==> config.mk <==
export PLATFORM = sky130hd
export DESIGN_NAME = wb_reg_slave
export DESIGN_NICKNAME = d
export VERILOG_FILES = /design/src/rtl/wb_pkg.sv /design/src/rtl/wb_reg_bank.sv /design/src/rtl/wb_reg_slave.sv
export SDC_FILE = /design/constraint.sdc
export NUM_CORES = 1
export LEC_CHECK = 0
export ABC_CLOCK_PERIOD_IN_PS = 3250
export CAP_MARGIN = 10
export CORE_AREA = 2 2 452 454
export CTS_CLUSTER_DIAMETER = 80
export DETAILED_ROUTE_END_ITERATION = 8
export DIE_AREA = 0 0 454 456
export REMOVE_ABC_BUFFERS = 1
export SYNTH_ARGS = -nofsm -noshare
export SYNTH_HDL_FRONTEND = slang
export SYNTH_SLANG_ARGS = --single-unit
export TNS_END_PERCENT = 30
==> constraint.sdc <==
create_clock -name clk -period 3.25 [get_ports clk]
set_input_delay 0.65 -clock clk [delete_from_list [all_inputs] [get_ports clk]]
set_output_delay 0.65 -clock clk [all_outputs]
set_load 0.02 [all_outputs]
==> src/rtl/wb_pkg.sv <==
// Shared types and constants for the Wishbone register slave and its register bank.
package wb_pkg;

    typedef enum logic [1:0] {
        IDLE,
        WAIT,
        RESP,
        DRAIN
    } wb_state_t;

    localparam int WB_ADDR_LSB = 2;

    function automatic int idx_width(input int num_regs);
        return (num_regs > 1) ? $clog2(num_regs) : 1;
    endfunction

endpackage

==> src/rtl/wb_reg_bank.sv <==
// Word register bank with byte-lane writes, read-only slots fed from the fabric
// and a one-cycle write strobe per register.
module wb_reg_bank
    import wb_pkg::*;
#(
    parameter int DATA_WIDTH = 32,
    parameter int NUM_REGS = 16,
    parameter logic [NUM_REGS-1:0] RO_MASK = '0,
    parameter int IDX_W = idx_width(NUM_REGS)
) (
    input  logic                           clk,
    input  logic                           rst,
    input  logic                           wr_en,
    input  logic [IDX_W-1:0]               wr_idx,
    input  logic [DATA_WIDTH-1:0]          wr_data,
    input  logic [DATA_WIDTH/8-1:0]        wr_sel,
    input  logic [IDX_W-1:0]               rd_idx,
    input  logic [NUM_REGS*DATA_WIDTH-1:0] reg_in,
    output logic [NUM_REGS*DATA_WIDTH-1:0] reg_out,
    output logic [DATA_WIDTH-1:0]          rd_value,
    output logic [NUM_REGS-1:0]            wr_pulse
);

    localparam int SEL_W = DATA_WIDTH / 8;

    logic [DATA_WIDTH-1:0] regs [NUM_REGS];

    always_ff @(posedge clk) begin
        if (rst) begin
            for (int i = 0; i < NUM_REGS; i++) begin
                regs[i] <= '0;
            end
            wr_pulse <= '0;
        end else begin
            wr_pulse <= '0;
            if (wr_en) begin
                wr_pulse[wr_idx] <= 1'b1;
                for (int b = 0; b < SEL_W; b++) begin
                    if (wr_sel[b]) begin
                        regs[wr_idx][8*b +: 8] <= wr_data[8*b +: 8];
                    end
                end
            end
        end
    end

    // Read-only slots are never stored here; they always show zero on reg_out.
    always_comb begin
        reg_out = '0;
        for (int i = 0; i < NUM_REGS; i++) begin
            reg_out[i*DATA_WIDTH +: DATA_WIDTH] = RO_MASK[i] ? '0 : regs[i];
        end
    end

    always_comb begin
        rd_value = regs[rd_idx];
        if (RO_MASK[rd_idx]) begin
            rd_value = reg_in[int'(rd_idx)*DATA_WIDTH +: DATA_WIDTH];
        end
    end

endmodule

==> src/rtl/wb_reg_slave.sv <==
// Wishbone register slave: request FSM, address decode and registered ack/err/rdata
// in front of the wb_reg_bank register file.
module wb_reg_slave
    import wb_pkg::*;
#(
    parameter int DATA_WIDTH = 32,
    parameter int ADDR_WIDTH = 32,
    parameter int NUM_REGS = 16,
    parameter logic [NUM_REGS-1:0] RO_MASK = '0,
    parameter int WAIT_STATES = 1
) (
    input  logic                           clk,
    input  logic                           rst,
    input  logic                           cyc,
    input  logic                           stb,
    input  logic                           we,
    input  logic [ADDR_WIDTH-1:0]          addr,
    input  logic [DATA_WIDTH-1:0]          wdata,
    input  logic [DATA_WIDTH/8-1:0]        sel,
    output logic                           stall,
    output logic                           ack,
    output logic [DATA_WIDTH-1:0]          rdata,
    output logic                           err,
    input  logic [NUM_REGS*DATA_WIDTH-1:0] reg_in,
    output logic [NUM_REGS*DATA_WIDTH-1:0] reg_out,
    output logic [NUM_REGS-1:0]            wr_pulse
);

    localparam int IDX_W = idx_width(NUM_REGS);
    localparam int SEL_W = DATA_WIDTH / 8;
    localparam logic [3:0] WAIT_LOAD = (WAIT_STATES > 0) ? 4'(WAIT_STATES - 1) : 4'd0;

    wb_state_t state_q, state_d;
    logic [3:0] cnt_q, cnt_d;

    logic                  lat_we;
    logic [ADDR_WIDTH-1:0] lat_addr;
    logic [DATA_WIDTH-1:0] lat_wdata;
    logic [SEL_W-1:0]      lat_sel;

    logic                  cur_we;
    logic [ADDR_WIDTH-1:0] cur_addr;
    logic [DATA_WIDTH-1:0] cur_wdata;
    logic [SEL_W-1:0]      cur_sel;

    logic [IDX_W-1:0]      idx;
    logic                  dec_err;
    logic                  enter_resp;
    logic                  commit;
    logic [DATA_WIDTH-1:0] rd_value;

    // With zero wait states the response is launched from IDLE, so the live bus
    // fields must be used instead of the latched copy.
    always_comb begin
        if (state_q == IDLE) begin
            cur_we    = we;
            cur_addr  = addr;
            cur_wdata = wdata;
            cur_sel   = sel;
        end else begin
            cur_we    = lat_we;
            cur_addr  = lat_addr;
            cur_wdata = lat_wdata;
            cur_sel   = lat_sel;
        end
    end

    assign idx     = cur_addr[WB_ADDR_LSB +: IDX_W];
    assign dec_err = (cur_addr[WB_ADDR_LSB-1:0] != '0)
                  || ((cur_addr >> (WB_ADDR_LSB + IDX_W)) != '0)
                  || (cur_we && RO_MASK[idx]);

    always_comb begin
        state_d = state_q;
        cnt_d   = cnt_q;
        case (state_q)
            IDLE: begin
                if (cyc && stb) begin
                    if (WAIT_STATES == 0) begin
                        state_d = RESP;
                    end else begin
                        state_d = WAIT;
                        cnt_d   = WAIT_LOAD;
                    end
                end
            end
            WAIT: begin
                if (!cyc) begin
                    state_d = IDLE;
                end else if (cnt_q == 4'd0) begin
                    state_d = RESP;
                end else begin
                    cnt_d = cnt_q - 4'd1;
                end
            end
            RESP:    state_d = DRAIN;
            DRAIN:   if (!stb) state_d = IDLE;
            default: state_d = IDLE;
        endcase
    end

    always_ff @(posedge clk) begin
        if (rst) begin
            state_q   <= IDLE;
            cnt_q     <= '0;
            lat_we    <= 1'b0;
            lat_addr  <= '0;
            lat_wdata <= '0;
            lat_sel   <= '0;
        end else begin
            state_q <= state_d;
            cnt_q   <= cnt_d;
            if (state_q == IDLE && cyc && stb) begin
                lat_we    <= we;
                lat_addr  <= addr;
                lat_wdata <= wdata;
                lat_sel   <= sel;
            end
        end
    end

    // Responses are registered on the edge that enters RESP, so a reset on that
    // edge suppresses both the pulse and the register commit.
    assign enter_resp = (state_d == RESP);
    assign commit     = enter_resp && cur_we && !dec_err;
    assign stall      = (state_q != IDLE);

    always_ff @(posedge clk) begin
        if (rst) begin
            ack   <= 1'b0;
            err   <= 1'b0;
            rdata <= '0;
        end else begin
            ack <= 1'b0;
            err <= 1'b0;
            if (enter_resp) begin
                if (dec_err) begin
                    err   <= 1'b1;
                    rdata <= '0;
                end else begin
                    ack <= 1'b1;
                    if (!cur_we) begin
                        rdata <= rd_value;
                    end
                end
            end
        end
    end

    wb_reg_bank #(
        .DATA_WIDTH (DATA_WIDTH),
        .NUM_REGS   (NUM_REGS),
        .RO_MASK    (RO_MASK),
        .IDX_W      (IDX_W)
    ) u_bank (
        .clk      (clk),
        .rst      (rst),
        .wr_en    (commit),
        .wr_idx   (idx),
        .wr_data  (cur_wdata),
        .wr_sel   (cur_sel),
        .rd_idx   (idx),
        .reg_in   (reg_in),
        .reg_out  (reg_out),
        .rd_value (rd_value),
        .wr_pulse (wr_pulse)
    );

endmodule

### Word level (Yosys, flattened, before mapping)

Memories as Yosys holds them, arrays and structs flattened.
Index checks and enable logic that the tools add are counted.

* memories kept: 2
* ROM bits: 16
* register bits: 125
* memory bits (writable): 512
* bits of input ports: 585
* output and inout bits: 563
* logic and storage cells: 89

Memories
* u_bank.regs: words 16, width 32, read ports 17, clocked after memory_dff 0, wr ports 16, RTL line wb_reg_bank.sv:26 `logic [DATA_WIDTH-1:0] regs [NUM_REGS];`
* (name not given): words 16, width 1, read ports 1, clocked after memory_dff 0, wr ports 0, RTL line wb_reg_bank.sv:57 `if (RO_MASK[rd_idx]) begin`

* bitwise logic cells: 2
* add/subtract/negate cells: 1
* shift operators: 1
* multiplexer cells: 42
* reduce and logical (&&, ||, !) cells: 21
* magnitude comparators: 2
* equal/unequal tests: 8

Operators with widths (number)
* 512-bit by 10-bit indexed part select with 32-bit output: 1
* 32-bit 2-to-1 mux: 6
* 32-bit nonzero test: 1
* 32-bit OR reduction: 1
* 4-bit 2-to-1 mux: 6
* 1-bit 2-to-1 mux: 23
* 2-bit 2-to-1 mux: 4
* 2-bit one-hot mux with 4 select lines: 1
* 4-bit one-hot mux with 2 select lines: 1
* 1-bit logical AND: 7
* 2-bit equality test, second input constant: 3
* 2-bit nonzero test: 3
* 4-bit by 5-bit less-than comparator with 1-bit output, second input constant: 1
* 1-bit demux with 4-bit select: 1
* 4-bit by 1-bit >= comparator with 1-bit output, second input constant: 1
* 4-bit zero test: 1
* 2-bit by 1-bit != test with 1-bit output, second input constant: 2
* 2-bit != test, second input constant: 2
* 4-bit AND reduction: 1
* 2-bit OR reduction: 2
* 4-bit by 1-bit subtractor with 4-bit output, second input constant: 1
* 2-bit by 1-bit equality test with 1-bit output, second input constant: 1
* 2-bit zero test: 1
* 1-bit logical OR: 2
* 3 further kinds: 4

### Logic depth before layout (Yosys ltp)

Gate-level depths: netlist of run 1.

* depth after elaboration: 13
* depth in mapped cells: 12

### Cells and area by module

A second synthesis of run 1 with hierarchy kept.

* cells, all modules: 2115
* area, all modules: 26957.1 um^2

By module, submodules not included
* wb_reg_bank: times used 1, area each 22476.6 um^2, cells an instance 1541, sequential area each 15695.1 um^2
* wb_reg_slave: times used 1, area each 4480.5 um^2, cells an instance 574, sequential area each 2182.1 um^2

### Least setup slack after synthesis of run 1

OpenSTA, ideal clock, no wires.

* path kind: input to register
* start: input addr[16]
* end: memory u_bank.regs[10][24] (enable)
* setup time: 326 ps
* path slack: 557 ps
* path buffers: 1
* arrival: 2367 ps
* stages on the path: 7
* path through: nor4_1 -> nand4_1 -> mux2i_4 -> nand3_4 -> nor3b_2 -> clkbuf_1 -> a21o_1

RTL lines
* start: declaration: RTL line wb_reg_slave.sv:17 `input logic [ADDR_WIDTH-1:0] addr,`
* end: declaration: RTL line wb_reg_bank.sv:26

### Worst setup path in the final report of run 1

* start: register state_q[0]
* end: output stall

* cells in the longest elaborated chain, start to end: 1

Ends and longest elaborated chain
* start: declaration: RTL line wb_reg_slave.sv:33 `wb_state_t state_q, state_d;`
* start signal: assignment: RTL line wb_reg_slave.sv:111 `state_q <= state_d;`
* 2-bit nonzero test: RTL line wb_reg_slave.sv:126 `assign stall = (state_q != IDLE);`
* end: declaration: RTL line wb_reg_slave.sv:20 `output logic stall,`

Every way passes these cells.

==> results of run 1 <==
## cells by family (layout without fill, tap and decap cells)
logic type / after synthesis / count (layout) / share of synthesized area
AOI/OAI and AO/OA: 561 / 561 / 0.125
other: 0 / 20 / 0
buffers and inverters: 208 / 1046 / 0.0407
and+or+nand+nor: 1033 / 1033 / 0.156
adders and majority gates: 2 / 2 / 0.000942
DFF: 637 / 637 / 0.673
xor gates and xnor gates: 2 / 2 / 0.000660
muxes: 8 / 8 / 0.00353
## state kept, by name, indices dropped and copies added (netlist names), 2 cells and up
signal,cells
u_bank.wr_pulse,16
rdata,32
state_q,2
lat_wdata,32
u_bank.regs,512
lat_sel,4
cnt_q,4
lat_addr,32
## worst max-delay path by stage
stage,startpoint,to
2_1_floorplan,state_q[0],u_bank.regs[7][0]
3_3_place_gp,addr[13],u_bank.regs[0][30]
3_5_place_dp,addr[13],u_bank.regs[0][30]
4_1_cts,state_q[0],stall
5_1_grt,u_bank.regs[0][4],reg_out[4]
6_report,state_q[0],stall
## critical path, cell delays in order (launching register included)
cell	delay [ns]
dfxtp_1	0.36
nor2_8	0.16
clkinv_4	0.22
buf_4	0.25
clkdlybuf4s50_1	0.54
## per-layer routing
metal | vias up | track usage | wire length [um]
li1 | 10400 | - | -
met1 | 12000 | 0.178 | 61300
met2 | 1555 | 0.227 | 70200
met3 | 330 | 0.0610 | 20000
met4 | 12 | 0.0878 | 10800
met5 | - | 0 | 71
## stage by stage
stage	power, mW	instances	TNS [ns]	worst slack (ns)	instance area, um2
floorplan	10.7	2252	-5409.87	-5.13	25500
global placement	12.7	5808	-165.10	-0.307	38400
detailed placement	12.7	5808	-188.28	-0.333	38400
CTS	22.0	5961	0	0.260	41200
global route	22.5	5974	0	0.234	41200
finish	21.9	5981	0	0.354	41300
## layout by cell type (no fill, tap or decap), drive strengths merged, types with 2 or more instances in the layout
master / synthesis / routed
clkinv: 0 / 27
dfxtp: 125 / 125
a31oi: 5 / 5
a21oi: 70 / 70
nand3: 5 / 5
nor3b: 5 / 5
nand3b: 4 / 4
clkdlybuf4s50: 0 / 634
nand4: 37 / 37
mux2i: 7 / 7
nor2: 551 / 551
nand2: 402 / 402
o21ai: 162 / 162
nor4b: 2 / 2
inv: 9 / 24
bufinv: 0 / 6
buf: 95 / 250
clkbuf: 104 / 101
or3b: 4 / 4
edfxtp: 512 / 512
o22ai: 256 / 256
nor3: 4 / 4
xor2: 2 / 2
a21o: 64 / 64
diode: 0 / 20
nor4: 15 / 15
clkinvlp: 0 / 4
ha: 2 / 2
## synthesized netlist by cell type (5+ instances only)
cell and n:
dfxtp_1 125, nor4_1 15, nand2_1 402, buf_2 59, inv_1 8, o21ai_0 125
o21ai_1 37, edfxtp_1 512, a31oi_1 5, clkbuf_1 104, buf_6 29, a21o_1 64
a21oi_1 70, nor2_1 549, o22ai_1 256, nand4_1 37, buf_1 5, mux2i_1 6
## final cells by class
type	count	share of cell area
flip-flops and latches	637	0.433
repair buffers	884	0.229
multi-input cells	1606	0.188
well taps	2672	0.0810
clock buffers	101	0.0529
clock inverters	52	0.0138
diodes	20	0.00121
inverters	9	0.000940
## report_power, final
group / leakage (nW) / internal (mW) / switching, mW
clock network: 1.34 / 5.37 / 3.96
registers: 6.29 / 9.06 / 0.242
logic: 6.26 / 1.20 / 2.09
total: 13.9 / 15.6 / 6.29
==> results.md, run 1 <==
* Status: completed
* Post-synth ARST share at 0
* Yosys warnings at 0
* R2R cell count at 10
* Clock skew at between 0.03 and 0.04 ns
* WP data arrival at 2.25 ns
* DR pass1 iterations at 7
* FF-to-FF End: u_bank.regs[0][26]
* Initial antenna violation count at 31
* Worst-path clk slew at approximately 0.060 ns
* First-pass GRT wire length at ~210 mm
* Least-Margin Pin Slew at between 0.8 and 0.9 ns
* Slew HR at 0.442
* Gate Count Post-Synth at 2451
* Syn avg cell area at about 11 um2
* Required time worst endpoint at 2.60 ns
* Fillers at between 20000 and 25000
* Starting Density at 0.132
* Postcts setup bufs at 0
* Tot GR Track Use at 0.150
* Hold slack at 0.233 ns
* Overflow after GRT at 0
* GP Congestion at around 0.92
* Fmax at 345 MHz
* FP Rows at ~170
* Final min period at roughly 2.9 ns
* Crit end category: primary output
* Top Ports at roughly 1100
* Worst hold stages at 2
* Yosys cell types at 42
* Leakage at 13.9 nW
* CTS tree: done
* Core ar. at 202000 um2
* R2R setup slack at between 0.4 and 0.5 ns
* Nets at around 3800
* Post-cts sizing count at 1
* Clock buffer depth at 3
* Routed WL per cell at about 27 um
* Area occupied by multi-input gates at ~7700 um2
* CP Class: reg2out
* Worst setup SP type: flop
* Pwr dens at around 530 nW/um2
* Layout cell share with drive strength beyond 1 at 0.123
* CTS root buffer: clkbuf_16
* Worst Hold Class: in2reg
* Worst hold endpoint: lat_addr[22]
* Min-Delay Startpoint: rst
* Register area at 17900 um2
* Hpwl dp at approximately 130 mm
* Final Util at 0.205
* Syn Std Cell Area at ~27000 um2
* Number of enable flip-flop cells after synthesis at just over 500
* Antenna-violating nets left at 0
* Drt drc at 0
* WL final at roughly 160 mm
* Unrepaired setup endpoints after global routing: false
* Sequential share of the synthesized area at 0.673
* Most used flip-flop cell after synthesis: edfxtp_1
* Final hold vios at 0
* Vias/cell at 4.06
* Latest clock arrival within the worst-skew pair at 0.72 ns
* I/O Buffers at approximately 640
* Vias at 24300
* #FFs+latches synth at between 600 and 700
* Die Ht at between 400 and 500 um
* Max VDD drop at ~0.00031 V
* Die Span X at between 400 and 500 um
* Vias in the first global route at 23200
* Hold-fix buffers at CTS at 0
* Max Cap Viol at 0
* Largest cells by area after synthesis: edfxtp_1 58%, dfxtp_1 9.4%, nor2_1 7.8%
* Total die area at 207000 um2
* Yosys top cell by area: edfxtp_1
* Number of DRC markers in iteration 0 at around 3200
* Final setup violation count at 0
* Worst-path maximum fanout at 12
* CTS sink cnt at 637
* Syn-to-layout area delta at 55.3%
* Max Slew Vio Count at 0
* CTS H-tree lvls at 3
* Final period util at 0.891
* Largest net degree at the start of global routing at 67
* R2r startpoint: cnt_q[0]
* Inserted Clock Buffers at between 80 and 90
* Post-synth top area share at 0.579
(Power assumes the default switching activity.)
==> inputs of run 2 (changes only) <==
--- a/config.mk
+++ b/config.mk
@@ -11,7 +11,6 @@
 export CTS_CLUSTER_DIAMETER = 80
 export DETAILED_ROUTE_END_ITERATION = 8
 export DIE_AREA = 0 0 454 456
-export REMOVE_ABC_BUFFERS = 1
 export SYNTH_ARGS = -nofsm -noshare
 export SYNTH_HDL_FRONTEND = slang
 export SYNTH_SLANG_ARGS = --single-unit
==> run 2 against run 1 <==
Compared with the run above:
- maximum frequency fell by 4.1%
- register-to-register slack got worse by 0.22 ns
- sequential cell count did not move
- non-clock buffer count rose by 67
- die area did not move
- cell count rose by 0.84%
- clock skew fell by 0.0082 ns
- critical endpoint unchanged
- sequential power barely moved
- hold slack improved by 0.048 ns
- global-route usage fell by 0.13 points
- via count rose by 0.69%
- clock power fell by 0.8%
- highest routed layer unchanged
==> results.md, run 2 (synthesized netlist as in run 1, its figures left out) <==
* FF-to-FF End: rdata[1]
* Capture point of the worst path: stall
* CTS sink cnt at 637
* Nets at between 3000 and 4000
* Starting Density at 0.132
* Least-Margin Pin Slew at ~0.93 ns
* CP Class: reg2out
* Post-cts sizing count at 0
* Hold slack at around 0.28 ns
* Status: completed
* Tot GR Track Use at 0.149
* Worst-path clk slew at 0.06 ns
* CTS H-tree lvls at 3
* Crit end category: primary output
* Fillers at ~22000
* Clock skew at around 0.024 ns
* Switching power total at just over 6 mW
* CTS tree: done
* Syn-to-layout area delta at 56.7%
* Worst Hold Class: in2reg
* First-pass GRT wire length at between 200 and 250 mm
* Clock Power Share at 0.421
* Synthesized Nets at between 3000 and 4000
* Total Power at 22.0 mW
* Final Cell Area at 41600 um2
* Initial antenna violation count at 21
* Switch share at 0.281
* Fmax at roughly 330 MHz
* Crit. Startpoint: state_q[0]
* I/O Buffers at ~640
* Final min period at 3.02 ns
* CTS root buffer: clkbuf_16
* Flop pwr share at 0.424
* Pwr dens at between 500 and 600 nW/um2
* Hpwl dp at 127 mm
* Vias/cell at slightly above 4
* Final hold vios at 0
* Worst-path maximum fanout at 15
* Layout cell share with drive strength beyond 1 at 0.138
* Routed WL per cell at ~27 um
* Clock buffer depth at 3
* Pre-CTS setup slack at -0.452 ns
* Slew HR at 0.378
* Cell-internal power at 15.8 mW
* Drt drc at 0
* Final worst setup slack at 0.231 ns
* Postcts setup bufs at 0
* Commonest non-fill, non-tap cells in the layout: 633 x clkdlybuf4s50_1, 549 x nor2_1, 512 x edfxtp_1
* R2R setup slack at 0.23 ns
* Biggest register: u_bank.regs
* Latest clock arrival within the worst-skew pair at roughly 0.70 ns
* Unrepaired setup endpoints after global routing: false
* Max reg flops at 512
* Top Ports at between 1000 and 1500
* Die Span X at 454 um
* Final Util at 0.206
* R2R cell count at 9
* Power share of the combinational group at 0.155
* Overflow after GRT at 0
* DR pass1 iterations at 6
* Worst setup SP type: flop
* Worst hold stages at 3
* Number of DRC markers in iteration 0 at 3219
* WP data arrival at approximately 2.4 ns
* Final setup violation count at 0
* Required time worst endpoint at about 2.6 ns
* DP Area at between 30000 and 40000 um2
* Leakage at 14.1 nW
* Most common cell after layout, fill and taps aside: clkdlybuf4s50_1
* GP Congestion at 0.949
* R2r startpoint: state_q[0]
* Die Ht at 456 um
* Vias at approximately 24000
* Max Slew Vio Count at 0
* Total die area at slightly above 200000 um2
* Largest net degree at the start of global routing at between 70 and 80
* Vias in the first global route at between 20000 and 25000
* WL final at approximately 160 mm
* Final period util at 0.929
* Max VDD drop at 0.000351 V
* Core ar. at 202000 um2
* Inserted Clock Buffers at 80
* Antenna-violating nets left at 0
* Hold-fix buffers at CTS at 0
* Max Cap Viol at 0
* FP Rows at roughly 170
-- run 2: critical path, cell delays in order, from the launching register on --
cell,delay (ns)
dfxtp_1,0.44
nor2_8,0.12
inv_2,0.27
buf_4,0.22
clkdlybuf4s50_1,0.61
-- run 2: layout make-up --
class	instances	area (um2)	share of cell area
timing repair buffer	951	9920	0.238
antenna	13	32.5	0.000782
tap	2672	3340	0.0803
sequential	637	17900	0.430
inverter	9	33.8	0.000812
clock buffer	99	2130	0.0511
multi-input combinational	1606	7740	0.186
clock inverter	44	542	0.0130
-- run 2: worst min path at each step --
stage | startpoint | end
3_3_place_gp | rdata[25] | rdata[25]
4_1_cts | rst | err
2_1_floorplan | lat_sel[0] | lat_sel[0]
5_1_grt | rst | err
6_report | rst | err
3_5_place_dp | rdata[17] | rdata[17]
-- run 2: power by group through the flow --
| stage | Clock, mW | Sequential [mW] | Combinational, mW |
|---|---|---|---|
| after detailed placement | 0 | 9.49 | 3.40 |
| after global routing | 9.71 | 9.34 | 3.58 |
| after global placement | 0 | 9.49 | 3.38 |
| after floorplan | 0 | 9.65 | 1.08 |
| after CTS | 9.46 | 9.32 | 3.41 |
| final | 9.26 | 9.33 | 3.42 |
-- run 2: per-layer routing --
metal	part of all wire	vias up	GRT usage
met5	0.00017	-	0
met4	0.054	4	0.0763
met3	0.12	295	0.0555
met2	0.42	1648	0.214
met1	0.41	12000	0.193
li1	-	10500	-
-- run 2: through the flow --
stage / cells / TNS, ns
2_1_floorplan: 2451 / 0
3_3_place_gp: 5875 / -313.66
3_5_place_dp: 5875 / -332.92
4_1_cts: 6018 / 0
5_1_grt: 6028 / 0
6_report: 6031 / 0
